--- config.mk ---
export PLATFORM = sky130hd
export DESIGN_NAME = spr_line_rend
export DESIGN_NICKNAME = d
export VERILOG_FILES = /design/src/rtl/spr_line_rend.sv
export SDC_FILE = /design/constraint.sdc
export NUM_CORES = 1
export LEC_CHECK = 0
export ABC_AREA = 1
export CORE_AREA = 3 3 169 171
export DETAILED_ROUTE_END_ITERATION = 16
export DIE_AREA = 0 0 172 174
export GPL_TIMING_DRIVEN = 0
export SLEW_MARGIN = 5
export SYNTH_ARGS = -nofsm -noshare
export SYNTH_HDL_FRONTEND = slang
export SYNTH_SLANG_ARGS = --single-unit
--- constraint.sdc ---
create_clock -name clk -period 4.4 [get_ports clk]
set_input_delay 0.66 -clock clk [delete_from_list [all_inputs] [get_ports clk]]
set_output_delay 0.66 -clock clk [all_outputs]
set_load 0.1 [all_outputs]
--- src/rtl/spr_line_rend.sv ---
// Scanline sprite renderer: per-line slot store plus a registered per-pixel priority pick.
// Optional sprite-zero hit detection is enabled by defining SPR_ZERO_HIT_EN.
module spr_line_rend #(
  parameter int unsigned NUM_SPR = 8,
  parameter int unsigned SLOT_W  = $clog2(NUM_SPR + 1)
) (
  input  logic              clk,
  input  logic              reset,
  input  logic              line_start,
  input  logic              load,
  input  logic [31:0]       rend_buf,
  input  logic              draw,
  input  logic [7:0]        pixel_x,
  output logic [3:0]        pallete_colour,
  output logic              valid,
  output logic              bkg_priority,
  output logic [SLOT_W-1:0] slot_count,
  output logic              overflow
`ifdef SPR_ZERO_HIT_EN
  ,
  input  logic              spr0_in,
  output logic              spr0_hit
`endif
);

  logic [7:0] p0_q   [NUM_SPR];
  logic [7:0] p1_q   [NUM_SPR];
  logic [7:0] xpos_q [NUM_SPR];
  logic [1:0] pal_q  [NUM_SPR];
  logic       pri_q  [NUM_SPR];

  logic [SLOT_W-1:0] slot_count_q, slot_count_d;
  logic              overflow_q, overflow_d;
  logic              wr_en;
  logic [SLOT_W-1:0] wr_idx;

  function automatic logic [7:0] rev8(input logic [7:0] v);
    logic [7:0] r;
    for (int b = 0; b < 8; b++) r[b] = v[7-b];
    return r;
  endfunction

  always_comb begin
    wr_en        = 1'b0;
    wr_idx       = '0;
    slot_count_d = slot_count_q;
    overflow_d   = overflow_q;
    if (line_start) begin
      overflow_d   = 1'b0;
      slot_count_d = '0;
      if (load) begin
        wr_en        = 1'b1;
        slot_count_d = SLOT_W'(1);
      end
    end else if (load) begin
      if (slot_count_q == SLOT_W'(NUM_SPR)) begin
        overflow_d = 1'b1;
      end else begin
        wr_en        = 1'b1;
        wr_idx       = slot_count_q;
        slot_count_d = slot_count_q + SLOT_W'(1);
      end
    end
  end

  // Store bitmaps so pixel column c always reads bit c, whatever the flip.
  always_ff @(posedge clk) begin
    for (int i = 0; i < NUM_SPR; i++) begin
      if (wr_en && wr_idx == SLOT_W'(i)) begin
        p0_q[i]   <= rend_buf[30] ? rend_buf[7:0]  : rev8(rend_buf[7:0]);
        p1_q[i]   <= rend_buf[30] ? rend_buf[15:8] : rev8(rend_buf[15:8]);
        xpos_q[i] <= rend_buf[23:16];
        pal_q[i]  <= rend_buf[25:24];
        pri_q[i]  <= rend_buf[29];
      end
    end
  end

  logic [8:0]         dx  [NUM_SPR];
  logic [1:0]         pix [NUM_SPR];
  logic [NUM_SPR-1:0] opq;
  logic               found;
  logic [3:0]         win_colour;
  logic               win_pri;

  // A 9-bit difference with no borrow and bits [8:3] clear means xpos <= x < xpos+8.
  always_comb begin
    found      = 1'b0;
    win_colour = '0;
    win_pri    = 1'b0;
    opq        = '0;
    for (int i = 0; i < NUM_SPR; i++) begin
      dx[i]  = {1'b0, pixel_x} - {1'b0, xpos_q[i]};
      pix[i] = {p1_q[i][dx[i][2:0]], p0_q[i][dx[i][2:0]]};
      opq[i] = draw && (SLOT_W'(i) < slot_count_q) && (dx[i][8:3] == 6'd0) && (|pix[i]);
      if (!found && opq[i]) begin
        found      = 1'b1;
        win_colour = {pal_q[i], pix[i]};
        win_pri    = pri_q[i];
      end
    end
  end

  logic [3:0] colour_q;
  logic       valid_q, pri_out_q;

  always_ff @(posedge clk) begin
    if (reset) begin
      slot_count_q <= '0;
      overflow_q   <= 1'b0;
      colour_q     <= '0;
      valid_q      <= 1'b0;
      pri_out_q    <= 1'b0;
    end else begin
      slot_count_q <= slot_count_d;
      overflow_q   <= overflow_d;
      colour_q     <= win_colour;
      valid_q      <= found;
      pri_out_q    <= win_pri;
    end
  end

  assign pallete_colour = colour_q;
  assign valid          = valid_q;
  assign bkg_priority   = pri_out_q;
  assign slot_count     = slot_count_q;
  assign overflow       = overflow_q;

`ifdef SPR_ZERO_HIT_EN
  logic spr0_flag_q, spr0_hit_q;

  always_ff @(posedge clk) begin
    if (reset) begin
      spr0_flag_q <= 1'b0;
      spr0_hit_q  <= 1'b0;
    end else begin
      if (wr_en && wr_idx == '0) spr0_flag_q <= spr0_in;
      if (line_start) begin
        spr0_hit_q <= 1'b0;
      end else if (opq[0] && spr0_flag_q && pixel_x != 8'hFF) begin
        spr0_hit_q <= 1'b1;
      end
    end
  end

  assign spr0_hit = spr0_hit_q;
`endif

endmodule

* Word level (Yosys, flattened, before mapping) *
Memories as Yosys holds them, arrays and structs flattened.
Index checks and enable logic that the tools add are counted.

storage, ports and cells
  register bits after elaboration = 11
  bits in writable memories = 216
  memories = 5
  ROM bits = 0
  latch bits = 0

memory list
  memory  words  bits a word  read ports  clocked after Yosys merged registers in  wr ports  RTL line  RTL
  p0_q    8      8            8           0                                        1         26        logic [7:0] p0_q [NUM_SPR];
  p1_q    8      8            8           0                                        1         27        logic [7:0] p1_q [NUM_SPR];
  xpos_q  8      8            8           0                                        1         28        logic [7:0] xpos_q [NUM_SPR];
  pal_q   8      2            8           0                                        1         29        logic [1:0] pal_q [NUM_SPR];
  pri_q   8      1            8           0                                        1         30        logic pri_q [NUM_SPR];

cells by class
  bitwise logic cells = 0
  mux-type cells = 190
  add/subtract/negate cells = 9
  magnitude comparators = 16
  shift-type cells = 0
  div/mod/pow operators = 0
  equal/unequal tests = 9
  reductions and logical operators = 102
  $mul = 0

operators with widths
  cell                                                                          number
  8-bit two-way mux                                                             23
  8-bit OR reduction                                                            21
  3-bit two-way mux                                                             35
  1-bit two-way mux                                                             95
  8-bit by 8-bit subtractor with 9-bit output                                   8
  4-bit two-way mux                                                             14
  1-bit binary-select mux with 3-bit select                                     16
  6-bit zero test                                                               8
  1-bit logical AND                                                             39
  3-bit by 4-bit less-than comparator with 1-bit output, second input constant  8
  2-bit OR reduction                                                            16
  4-bit by 3-bit equality test with 1-bit output, second input constant         4
  3-bit by 4-bit less-than comparator with 1-bit output, first input constant   4
  2-bit two-way mux                                                             7
  4-bit by 2-bit equality test with 1-bit output, second input constant         2
  1-bit by 4-bit less-than comparator with 1-bit output, first input constant   2
  2-bit by 4-bit less-than comparator with 1-bit output, first input constant   2
  1-bit zero test                                                               7
  1-bit OR reduction                                                            7
  4-bit by 1-bit adder with 4-bit output, second input constant                 1
  4-bit by 1-bit equality test with 1-bit output, second input constant         1
  4-bit equality test, second input constant                                    1
  4-bit zero test                                                               1
  2-bit AND reduction                                                           2
  2 further kinds                                                               2

* Depth between registers and ports, before layout *
Gate-level depths: netlist of the first run.
An unclocked memory read counts as a cell.

  depth after elaboration = 28
  gate-level depth with buffers = 22
  gate-level depth less buffers = 22

* Worst setup path after synthesis of the first run *
OpenSTA, ideal clock, no wires.

  kind = register to register
  start = reg slot_count_q[1] (netlist: slot_count[1])
  end = mem p0_q[0][0], enable pin
  period minus slack after synthesis = 4.321 ns
  data required time = 3.949 ns
  cell stages (with the launch flop) = 7
  path slack = 0.079 ns
  path buffers = 0
  data arrival time = 3.871 ns
  setup time = 0.451 ns
  cells stage by stage = dfxtp_1 inv_1 ha_1 nand3_1 inv_1 a21oi_1 nor3b_1

on the way
  cells in the longest elaborated chain, start to end = 16
  elaborated cells on any way between the ends = 60
  those cells by class = 8 x eq/ne; 36 x mux; 16 x reduce/logical

ends and longest elaborated chain
  item                                                                           RTL line  RTL
  start: declaration                                                             32        logic [SLOT_W-1:0] slot_count_q, slot_count_d;
  start signal: assignment                                                       115       slot_count_q <= slot_count_d;
  4-bit equality test                                                            56        if (slot_count_q == SLOT_W'(NUM_SPR)) begin
  4-bit two-way mux                                                              56
  4-bit two-way mux                                                              55        end else if (load) begin
  4-bit two-way mux                                                              48        if (line_start) begin
  4-bit by 1-bit equality test with 1-bit output                                 69        if (wr_en && wr_idx == SLOT_W'(i)) begin
  1-bit logical AND                                                              69
  1-bit two-way mux                                                              69
  1-bit two-way mux                                                              70        p0_q[i] <= rend_buf[30] ? rend_buf[7:0] : rev8(rend_buf[7:0]);
  8-bit OR reduction (no line)                                                   --
  3-bit two-way mux (no line) or 1-bit two-way mux (tied branches) (7 in a row)  --
  end: declaration                                                               26

Several ways; a longest one is shown, not always the timed one.

* Final worst setup path of the first run *
  start = in pixel_x[1]
  end = reg colour_q[0] (netlist: pallete_colour[0])

on the way
  cells in the longest elaborated chain, start to end = 27
  elaborated cells on any way between the ends = 101
  those cells by class = 8 x add/sub; 47 x mux; 46 x reduce/logical

ends and longest elaborated chain
  item                                         RTL line  RTL
  start: declaration                           13        input logic [7:0] pixel_x,
  8-bit by 8-bit subtractor with 9-bit output  93        dx[i] = {1'b0, pixel_x} - {1'b0, xpos_q[i]};
  1-bit binary-select mux with 3-bit select    94        pix[i] = {p1_q[i][dx[i][2:0]], p0_q[i][dx[i][2:0]]};
  1-bit two-way mux (not written as such)      94
  2-bit OR reduction                           95        opq[i] = draw && (SLOT_W'(i) < slot_count_q) && (dx[i][8:3] == 6'd0) && (|pix[i]);
  1-bit logical AND                            95
  1-bit two-way mux                            96        if (!found && opq[i]) begin
  1-bit zero test                              96
  1-bit logical AND                            96
  [... 11 more ...]                            --
  1-bit logical AND                            96
  1-bit two-way mux                            96
  1-bit zero test                              96
  1-bit logical AND                            96
  1-bit two-way mux                            96
  1-bit zero test                              96
  1-bit logical AND                            96
  4-bit two-way mux (*)                        96
  end signal: assignment                       117       colour_q <= win_colour;
  end: declaration                             104       logic [3:0] colour_q;

Every way passes the cells marked *; elsewhere a longest branch is shown, timed or not. The select of a mux whose other input is x is not followed.
A chain may end at the register's enable or synchronous reset.

==> results by group, run 1 <==
Synth
  – #FFs+latches synth: approximately 230
  – Cell Area, Synth: ~12000 sq um
  – Area leader, netlist: edfxtp_1
  – Synth cell types: 44
  – Post-Syn Nets: ~1400
  – Dominant cells by area after synthesis: edfxtp_1 (53%), nand2_1 (8.6%), ha_1 (6.8%), inv_1 (6.8%), nor2_1 (4.2%)
  – Ys Warns: 0
  – Seq/Total Area, Yosys: 0.5499
  – Syn Inst Count: about 1300
  – Syn avg cell area: 9.410 sq um
  – Yosys top cell area share: 0.5319

Placed design
  – DP HPWL: 20.47 mm
  – Final Wtd Congestion: 0.8702
  – Number of buffers added on ports: 51
  – Cells after DPL: approximately 1700

Layout
  – Most common cell after layout, fill and taps aside: nand2_1
  – Storage element area: ~6700 sq um
  – Final std cells w/o fill: approximately 1700
  – Most frequent cells in the layout: nand2_1 (280), inv_1 (220), edfxtp_1 (216)
  – Fill cell count: between 2000 and 2500
  – Final Net Count: ~1500
  – Multi-input gate area: 4603 sq um
  – Ratio of cells with drive above 1 in the final layout: 0.07214
  – Ant. Diodes: 0
  – Post-synthesis to final-layout area growth: 15.14%

CTS
  – Clock Tree Root: clkbuf_16
  – Clock tree buffer depth: 3
  – Cts-stage hold buffer count: 0
  – Max H-tree Level: 1
  – Setup Buffers After CTS: 0
  – CTS tree: built
  – Later-pin clock latency in the skew report: approximately 0.54 ns
  – Sink Count: 227
  – Clock transition at the registers of the reported paths: 0.06 ns
  – TritonCTS Buffers: 25

Timing
  – Final setup viols: 0
  – Hold Fails Final Rpt: 0
  – Max frequency: about 260 MHz
  – Fin crit period: slightly below 4 ns
  – Unrepaired setup endpoints after global routing: no
  – Max Slew Vio Count: 0
  – Max-slew headroom: 0.1757
  – Setup TNS: 0 ns
  – Fin crit share: 0.8839
  – Layout Skew: 0.01681 ns
  – Worst Max-Slew Pin Slew: 1.236 ns
  – Final Hold Slack: around 0.45 ns

Power
  – Seq pwr share: 0.481
  – Logic pwr share: 0.119
  – Lkg Pwr: 6.080 nW
  – Pwr per Cell Area: between 300 and 400 nW/um^2
  – Clock share of power: 0.399
  – Switch Pwr: between 0.001 and 0.0015 W
  – Max VDD drop: 0.2540 mV
  – Internal power: 0.003764 W
  – Switching share of power: 0.2492

Setup path
  – Max FO, Critical Path: 12
  – Critical path data arrival time: around 4.3 ns
  – WP data required: just under 5 ns
  – WS Path Type: in -> reg
  – Startpoint types: primary input
  – Critical Path Sink Type: register

Drt
  – Antenna-violating nets left: 0
  – Pre-Repair DR Iteration Count: 5
  – Wire length on met3: around 1.3 mm
  – Top sig layer: met4
  – WL/cell: around 17 um
  – Residual DRC: 0
  – Drt first-iter violations: 746
  – Routed met1 length: approximately 14 mm
  – WL met2: 13.29 mm
  – Via Count: just under 9000
  – Drt via density: just over 5
  – Final wirelength: between 20 and 30 mm

Floorplanning
  – # IOs: 56
  – Initial core utilization: 0.4512
  – Core ar.: 27030 sq um
  – Die ar.: 29930 sq um
  – DIE HEIGHT: 174 um
  – Die W: 172 um
  – # rows: 60

Global route
  – Initial antenna violation count: 0
  – Largest net degree at the start of global routing: 28
  – Global route overflow: 0
  – Vias in the first global route: 8237
  – Tot GR Track Use: 0.1951
  – First-pass GRT wire length: roughly 45 mm

Run status
  – Outcome: completed

Flow run
  – Max-cap violation count: 0

Min path
  – Hold Path Class: reg -> reg
[cells in the mapped netlist, drive strengths merged]
master and n:
ha 66, a21oi 54, o22ai 9, mux2i 2
dfxtp 11, o211ai 4, clkbuf 3, nor3b 3
nor2 151, nand2 282, xor2 9, a31oi 1
nand4 24, o21a 4, buf 12, and3 1
nand3b 9, inv 228, and2 1, a211oi 2
fa 8, o21ai 69, edfxtp 216, nor3 9
or2 8, nand3 98, xnor2 9, a21o 3
[layer usage]
| metal | vias up | track usage |
|---|---|---|
| met4 | 0 | 0.05123 |
| met5 | - | 0 |
| met3 | 47 | 0.02524 |
| met2 | 223 | 0.3105 |
| met1 | 4095 | 0.2831 |
| li1 | 4480 | - |
[layout make-up]
class	count	share of cell area
Tap cell	341	0.03038
Inverter	228	0.06095
Clock inverter	18	0.01060
Timing Repair Buffer	59	0.04134
Buffer	15	0.006237
Clock buffer	27	0.04509
Sequential cell	227	0.4776
Multi-Input combinational cell	826	0.3278
[registers in the layout (all words and copies together), names as in the netlist]
name and count:
p0_q 64, p1_q 64, xpos_q 64, pal_q 16, pri_q 8, pallete_colour 4, slot_count 4, bkg_priority 1
overflow 1, valid 1
[metrics by stage]
stage / setup WS, ns / total power [W] / utilization / cell area (sq um)
after floorplan: 0.07878 / 0.002830 / - / 12200
after global placement: -0.7693 / 0.003040 / 0.4859 / 13130
after detailed placement: -0.3325 / 0.003053 / 0.4906 / 13260
after CTS: 0.1997 / 0.005050 / 0.5195 / 14040
after global routing: 0.2433 / 0.005218 / 0.5196 / 14040
final: 0.5107 / 0.005013 / 0.5196 / 14040
[logic make-up after synthesis]
logic type               Yosys count  synth area share
AO/OA/AOI/OAI                    146           0.06392
adder cells (fa/ha/maj)           74           0.08084
buffers and inverters            243           0.07736
flip-flops                       227            0.5499
XOR/XNOR                          18           0.01354
AND/OR/NAND/NOR                  586            0.2128
multiplexers                       2          0.001642
[repair_timing]
action,CTS,global route
endpoints found under the hold margin,0,0
resized for setup,0,1
endpoints found under the setup margin,0,6
[power groups by stage]
| stage | Combinational, W | Clock [W] | Sequential, W |
|---|---|---|---|
| 5_1_grt | 0.000672 | 0.00213 | 0.00241 |
| 6_report | 0.000599 | 0.00200 | 0.00241 |
| 2_1_floorplan | 0.000366 | 0 | 0.00246 |
| 3_3_place_gp | 0.000580 | 0 | 0.00246 |
| 3_5_place_dp | 0.000595 | 0 | 0.00246 |
| 4_1_cts | 0.000599 | 0.00204 | 0.00241 |
[critical path: stages]
cell,delay (ns)
dlymetal6s2s_1,0.64
inv_1,0.44
fa_1,0.82
inv_1,0.14
nand3_1,0.11
nand3_1,0.07
nand2_1,0.14
nand2_1,0.09
nand2_1,0.07
nor2_1,0.04
nand2_1,0.19
inv_1,0.16
nand3_1,0.11
nand2_1,0.07
nor2_1,0.19
nand3_1,0.11
nor2_1,0.19
nor2_2,0.05
[worst paths after layout]
check             slack [ns]           from           endpoint  cells past startpoint
hold reg to reg         0.45       overflow           overflow                      2
setup reg to reg        1.30  xpos_q[0][16]  pallete_colour[0]                     17
setup / recovery        0.51     pixel_x[1]  pallete_colour[0]                     18
hold / removal          0.45       overflow           overflow                      2
(Power assumes the default switching activity.)
==> inputs of run 2 (changes only) <==
CTS_CLUSTER_DIAMETER = 30   (was not set)
==> run 2 against run 1 <==
- critical path type unchanged
- first-iteration DRC count grew 7.2%
- register-to-register slack is essentially flat
- final cell count grew 2.5%
- non-clock buffer count is the same
- largest power group is now clock
- sequential power is essentially flat
- cell area grew 5.8%
- total power grew 30%
- wire length grew 2.1%
==> results by group, run 2 (synthesized netlist as in run 1, its figures left out) <==
Global route
  – Vias in the first global route: 8626 (+4.7%)
  – Global route overflow: 0 (unchanged)
  – Initial antenna violation count: 0 (unchanged)
  – Tot GR Track Use: 0.2004 (+0.005310)
  – First-pass GRT wire length: 46.02 mm (+2.3%)
  – Largest net degree at the start of global routing: 28 (unchanged)

Timing
  – Fin crit period: 3.898 ns (+0.008529 ns)
  – Unrepaired setup endpoints after global routing: no
  – Max-slew headroom: 0.2078 (+0.03206)
  – Worst Max-Slew Pin Slew: 1.188 ns (-0.04809 ns)
  – Final setup viols: 0 (unchanged)
  – Fin crit share: 0.8859 (+0.001938)
  – Min setup slack post-route: 0.5021 ns (-0.008529 ns)
  – Max Slew Vio Count: 0 (unchanged)
  – Setup TNS: 0 ns (unchanged)
  – Max frequency: 256.6 MHz (-0.22%)
  – Hold Fails Final Rpt: 0 (unchanged)
  – Layout Skew: 0.01649 ns (-0.0003264 ns)
  – Final Hold Slack: 0.4489 ns (-0.001995 ns)

Floorplanning
  – Die ar.: 29930 sq um (unchanged)
  – # IOs: 56 (unchanged)
  – Initial core utilization: 0.4512 (unchanged)
  – Core ar.: 27030 sq um (unchanged)
  – DIE HEIGHT: 174 um (unchanged)
  – # rows: 60 (unchanged)
  – Die W: 172 um (unchanged)

Layout
  – Biggest regs: p0_q (64), p1_q (64), xpos_q (64)
  – Most frequent cells in the layout: nand2_1 (280), inv_1 (220), edfxtp_1 (216)
  – Ant. Diodes: 0 (unchanged)
  – Fill cell count: 2356 (-3.2%)
  – Ratio of cells with drive above 1 in the final layout: 0.09418 (+0.02204)
  – Most common cell after layout, fill and taps aside: nand2_1
  – Final Net Count: 1524 (+1.5%)
  – Post-synthesis to final-layout area growth: 21.83%

Setup path
  – R2R Setup Slk: 1.31 ns (about the same)
  – Most used cell, CP: nand2_1
  – WS Path Type: in -> reg
  – WP data required: 4.82 ns (about the same)
  – Critical path data arrival time: 4.32 ns (about the same)
  – Stages on worst setup path: 18 (unchanged)
  – Crit-path cells: dlymetal6s2s_1 > inv_1 > fa_1 > inv_1 > nand3_1 > nand3_1 > nand2_1 > nand2_1 > nand2_1 > nor2_1 > nand2_1 > inv_1 > nand3_1 > nand2_1 > nor2_1 > nand3_1 > nor2_1 > nor2_2
  – Startpoint types: primary input
  – Worst path buffer plus inverter count: 4 (unchanged)
  – Max FO, Critical Path: 12 (unchanged)
  – Critical Path Sink Type: register
  – CP top delay family: simple AND/OR/NAND/NOR gates
  – Reg2Reg Depth: 13 (-4)
  – CP max stage delay: 0.82 ns (about the same)
  – Crit path max-delay cell type: fa_1

Min path
  – Hold Path Class: reg -> reg
  – Min-Delay Path Depth: 2 (unchanged)

Placed design
  – DP HPWL: 20.47 mm (unchanged)
  – Pre-CTS worst setup slack: -0.3325 ns (unchanged)
  – Final Wtd Congestion: 0.8702 (unchanged)
  – Number of buffers added on ports: 51 (unchanged)

CTS
  – CTS tree: built
  – Cts-stage hold buffer count: 0 (unchanged)
  – Sink Count: 227 (unchanged)
  – Clock transition at the registers of the reported paths: 0.04 ns (-0.02 ns)
  – Clock Tree Root: clkbuf_16
  – Clock tree buffer depth: 3 (unchanged)
  – TritonCTS Buffers: 48 (+92%)
  – Later-pin clock latency in the skew report: 0.54 ns (about the same)
  – Max H-tree Level: 2 (+1)

Drt
  – Residual DRC: 0 (unchanged)
  – WL/cell: 16.67 um (-0.42%)
  – Antenna-violating nets left: 0 (unchanged)
  – Drt via density: 5.072 (-0.17%)
  – Via Count: 9053 (+2.4%)
  – Final wirelength: 29.76 mm (+2.1%)
  – Drt first-iter violations: 800 (+7.2%)
  – Pre-Repair DR Iteration Count: 7 (+2)

Flow run
  – Max-cap violation count: 0 (unchanged)

Power
  – Lkg Pwr: 6.463 nW (+6.3%)
  – Total power draw: 0.006524 W (+30%)
  – Pwr per Cell Area: 439.1 nW/um^2 (+23%)
  – Max VDD drop: 0.2619 mV (+3.1%)

Run status
  – Outcome: completed
## run 2: cell count changes in the layout (fill, tap and decap cells not counted), sizes merged
cell	change
clkinvlp	+3
inv	+2
clkinv	+6
bufinv	+4
clkbuf	+29
## run 2: timing repair
action | 4_1_cts | 5_1_grt
gates resized for setup | 0 | 1
setup endpoints to repair | 0 | 6
setup buffers | 0 | 0
## run 2: final timing paths
check               start                end
max            pixel_x[1]  pallete_colour[0]
min              overflow           overflow
max reg2reg  xpos_q[1][0]       bkg_priority
min reg2reg      overflow           overflow
## run 2: layout make-up
cell class              count  area, sq um  share of cell area
plain buffers              15        87.58            0.005895
flip-flops and latches    227         6706              0.4514
repair buffers             59        580.6             0.03907
multi-input cells         826         4603              0.3098
inverters                 228        855.8             0.05760
well taps                 341        426.7             0.02872
clock buffers              56         1252             0.08429
clock inverters            33        345.3             0.02324
## run 2: report_power, final
| group | total (W) | internal, W | switching, W |
|---|---|---|---|
| combinational | 0.000602 | 0.000201 | 0.000400 |
| clock | 0.00350 | 0.00238 | 0.00113 |
| sequential | 0.00242 | 0.00241 | 0.00000738 |
| total | 0.00652 | 0.00499 | 0.00153 |
## run 2: metal layers
layer  share of wire  vias up  track usage
met3           0.054       75      0.03571
li1                -     4544            -
met1            0.46     4186       0.2784
met4           0.034        0      0.07186
met5               0        -            0
met2            0.45      248       0.3161
## run 2: metrics by stage
stage | instance area, sq um | cells | util
after floorplan | 12200 | 1296 | -
after global placement | 13130 | 1688 | 0.4859
after detailed placement | 13260 | 1696 | 0.4906
after CTS | 14860 | 1785 | 0.5497
after global routing | 14860 | 1785 | 0.5498
final | 14860 | 1785 | 0.5498
## run 2: tightest hold or removal path, cell delays in order, from the launching register on
cell     delay, ns
dfxtp_1       0.30
inv_1         0.05
a21oi_1       0.05
==> inputs of run 3 (changes only) <==
ABC_AREA = not set   (was 1)
CORE_AREA = 3 3 165 167   (was 3 3 169 171)
CTS_CLUSTER_DIAMETER = 200   (was 30)
DIE_AREA = 0 0 168 170   (was 0 0 172 174)
==> run 3 against run 2 <==
- total power decreased by 22%
- synthesized area decreased by 4.8%
- clock skew decreased by 0.0076 ns
- count of clock-buffer cells in the layout decreased by 26
- die area decreased by 4.6%
- first-iteration DRC count decreased by 29%
- sequential power about the same
- wire length decreased by 7.9%
- worst setup slack got worse by 0.33 ns
- cell area decreased by 8.6%
- fmax decreased by 7.7%
- worst hold slack improved by 0.067 ns
- critical endpoint is now bkg_priority
==> results by group, run 3 <==
Layout
  – Ant. Diodes: 0 (unchanged)
  – Fill cell count: 2207 (-6.3%)
  – Ratio of cells with drive above 1 in the final layout: 0.1457 (+0.05150)
  – Biggest regs: p0_q (64), p1_q (64), xpos_q (64)
  – Most frequent cells in the layout: edfxtp_1 (216), inv_1 (90), ha_1 (66)
  – Final instance area: 13580 sq um (-8.6%)
  – Final Core Density: 0.5240 (-0.02575)
  – Post-synthesis to final-layout area growth: 16.90%
  – Final Net Count: 1061 (-30%)
  – Most common cell after layout, fill and taps aside: edfxtp_1
  – Final std cells w/o fill: 1296 (-27%)

Global route
  – Largest net degree at the start of global routing: 28 (unchanged)
  – Global route overflow: 0 (unchanged)
  – First-pass GRT wire length: 41.32 mm (-10%)
  – Tot GR Track Use: 0.1911 (-0.009320)
  – Vias in the first global route: 6935 (-20%)
  – Initial antenna violation count: 0 (unchanged)

Timing
  – Layout Skew: 0.008840 ns (-0.007645 ns)
  – Min setup slack post-route: 0.1753 ns (-0.3269 ns)
  – Hold Fails Final Rpt: 0 (unchanged)
  – Max frequency: 236.7 MHz (-7.7%)
  – Setup TNS: 0 ns (unchanged)
  – Max Slew Vio Count: 0 (unchanged)
  – Worst Max-Slew Pin Slew: 0.9699 ns (-0.2184 ns)
  – Fin crit period: 4.225 ns (+0.3269 ns)
  – Unrepaired setup endpoints after global routing: no
  – Max-slew headroom: 0.3514 (+0.1436)
  – Final setup viols: 0 (unchanged)
  – Fin crit share: 0.9602 (+0.07429)

CTS
  – Max H-tree Level: 1 (-1)
  – TritonCTS Buffers: 26 (-46%)
  – Later-pin clock latency in the skew report: 0.52 ns (-0.02 ns)
  – CTS tree: built
  – Sink Count: 227 (unchanged)
  – Clock Tree Root: clkbuf_16
  – Clock transition at the registers of the reported paths: 0.06 ns (+0.02 ns)
  – Clock tree buffer depth: 3 (unchanged)

Floorplanning
  – Initial core utilization: 0.4483 (-0.002991)
  – Core ar.: 25910 sq um (-4.1%)
  – DIE HEIGHT: 170 um (-2.3%)
  – # IOs: 56 (unchanged)
  – Die ar.: 28560 sq um (-4.6%)
  – # rows: 59 (-1.7%)
  – Die W: 168 um (-2.3%)

Min path
  – Startpoint of the worst hold path: overflow
  – Hold Path Class: reg -> reg
  – Min-Delay Path Depth: 2 (unchanged)

Synth
  – Cell Area, Synth: 11610 sq um (-4.8%)
  – Seq/Total Area, Yosys: 0.5774 (+0.02749)
  – Largest family of logic cells by synthesized area: multiplexers
  – Area share of and/or/nand/nor cells after synthesis: 0.08898 (-0.1238)
  – Asr flop ratio synth: 0 (unchanged)
  – Top_reg_cell synth: edfxtp_1
  – Ys Warns: 0 (unchanged)
  – Dominant cells by area after synthesis: edfxtp_1 (56%), ha_1 (7.1%), mux4_2 (6.6%), inv_1 (2.9%), mux2_2 (2.3%)
  – Mux cell area share after synthesis: 0.1021 (+0.1005)
  – Synth Area in Compound Gates: 0.09674 (+0.03282)
  – Count leader, synth: edfxtp_1
  – Synth top cells by count: edfxtp_1 (216), inv_1 (90), ha_1 (66)
  – Yosys top cell area share: 0.5584 (+0.02658)
  – Syn avg cell area: 13.63 sq um (+45%)
  – Area leader, netlist: edfxtp_1
  – Post-synthesis xor/xnor area fraction: 0.01271 (-0.0008312)
  – Synth cell types: 76 (+73%)
  – Post-synthesis adder-cell area fraction: 0.08489 (+0.004041)
  – Post-Syn Nets: 971 (-31%)
  – Post-synth EDFFs: 216 (unchanged)
  – #FFs+latches synth: 227 (unchanged)
  – Syn Inst Count: 852 (-34%)

Setup path
  – WP data required: 4.82 ns (about the same)
  – R2r endpoint: bkg_priority
  – WS Path Type: in -> reg
  – Critical path data arrival time: 4.64 ns (+0.32 ns)
  – R2R Setup Slk: 0.64 ns (-0.67 ns)
  – Crit. Startpoint: pixel_x[0]
  – Max FO, Critical Path: 10 (-2)
  – Startpoint types: primary input
  – Critical Path Sink: bkg_priority
  – Reg2Reg Depth: 12 (-1)
  – Critical Path Sink Type: register
  – FF-to-FF Start: xpos_q[1][0]

Placed design
  – Pre-CTS worst setup slack: -1.089 ns (-0.7567 ns)
  – Number of buffers added on ports: 49 (-3.9%)
  – Placed cell area: 12710 sq um (-4.2%)
  – DP HPWL: 19.48 mm (-4.8%)
  – Cells after DPL: 1248 (-26%)
  – Final Wtd Congestion: 0.8009 (-8.0%)

Drt
  – Antenna-violating nets left: 0 (unchanged)
  – Via Count: 7229 (-20%)
  – Wire length on met3: 1.413 mm (-11%)
  – Final wirelength: 27.40 mm (-7.9%)
  – Routed met1 length: 12.61 mm (-8.2%)
  – Top sig layer: met4
  – WL met2: 12.87 mm (-4.2%)
  – Pre-Repair DR Iteration Count: 5 (-2)
  – Drt via density: 5.578 (+10%)
  – Drt first-iter violations: 570 (-29%)
  – Residual DRC: 0 (unchanged)
  – WL/cell: 21.14 um (+27%)

Power
  – Pwr per Cell Area: 373.4 nW/um^2 (-15%)
  – Lkg Pwr: 4.965 nW (-23%)
  – Max VDD drop: 0.3175 mV (+21%)

Run status
  – Outcome: completed

Flow run
  – Max-cap violation count: 0 (unchanged)
[run 3: cell count changes in the layout (fill, tap and decap cells not counted), sizes merged, moves of 20 or more]
cell	change
nand4	-20
inv	-140
nor2	-111
mux4	+34
o21ai	-46
nor3	+23
nand2	-254
mux2	+24
nand3	-90
[run 3: through the flow]
stage / hold slack (ns) / total power, W
6_report: 0.5157 / 0.005070
4_1_cts: 0.5178 / 0.005121
2_1_floorplan: 0.5053 / 0.002787
5_1_grt: 0.5441 / 0.005270
3_3_place_gp: 0.5022 / 0.002976
3_5_place_dp: 0.5057 / 0.002983
[run 3: worst max-delay path, stage by stage]
cell and delay (ns):
clkdlybuf4s50_1 0.46, inv_1 0.16, ha_1 0.28, fa_1 0.67, mux4_2 0.36, mux2i_1 0.41, nand2_1 0.21, nand4_1 0.13
or3_1 0.20, clkbuf_2 0.26, nand3_1 0.15, nor2_1 0.25, a221oi_1 0.14, a221oi_1 0.28
[run 3: cell type report]
cell class                      instances  area, sq um  area share
Buffer                                 18        92.59    0.006819
Clock buffer                           30        686.9     0.05059
Clock inverter                         17        162.7     0.01198
Inverter                               90        337.8     0.02488
Multi-Input combinational cell        516         4546      0.3348
Sequential cell                       227         6706      0.4939
Tap cell                              335        419.2     0.03087
Timing Repair Buffer                   63        626.9     0.04617
[run 3: logic make-up after synthesis]
logic type | Yosys count
adder cells (fa/ha/maj) | 74
flip-flops | 227
multiplexers | 73
AO/OA/AOI/OAI | 164
XOR/XNOR | 16
buffers and inverters | 109
AND/OR/NAND/NOR | 189
[run 3: routing by layer]
layer	vias up	GRT usage
li1	3464	-
met1	3543	0.2759
met2	192	0.3119
met3	30	0.02532
met4	0	0.04447
met5	-	0
[run 3: how the worst min path moves through the flow]
stage	end	slack (ns)
floorplan	bkg_priority	0.51
global route	overflow	0.54
global placement	overflow	0.50
CTS	overflow	0.52
finish	overflow	0.52
detailed placement	overflow	0.51
[run 3: timing repair]
action,4_1_cts,5_1_grt
resized for setup,3,6
hold buffers,0,0
setup buffers,1,1
pin swaps,0,1
setup endpoints to repair,5,5
[run 3: where the power goes]
| group | leakage, nW | total (W) | switching (W) | internal, W |
|---|---|---|---|---|
| Combinational | 2.50 | 0.000522 | 0.000305 | 0.000217 |
| Clock | 0.412 | 0.00213 | 0.000843 | 0.00129 |
| Sequential | 2.05 | 0.00242 | 0.0000110 | 0.00240 |
| Total | 4.96 | 0.00507 | 0.00116 | 0.00391 |
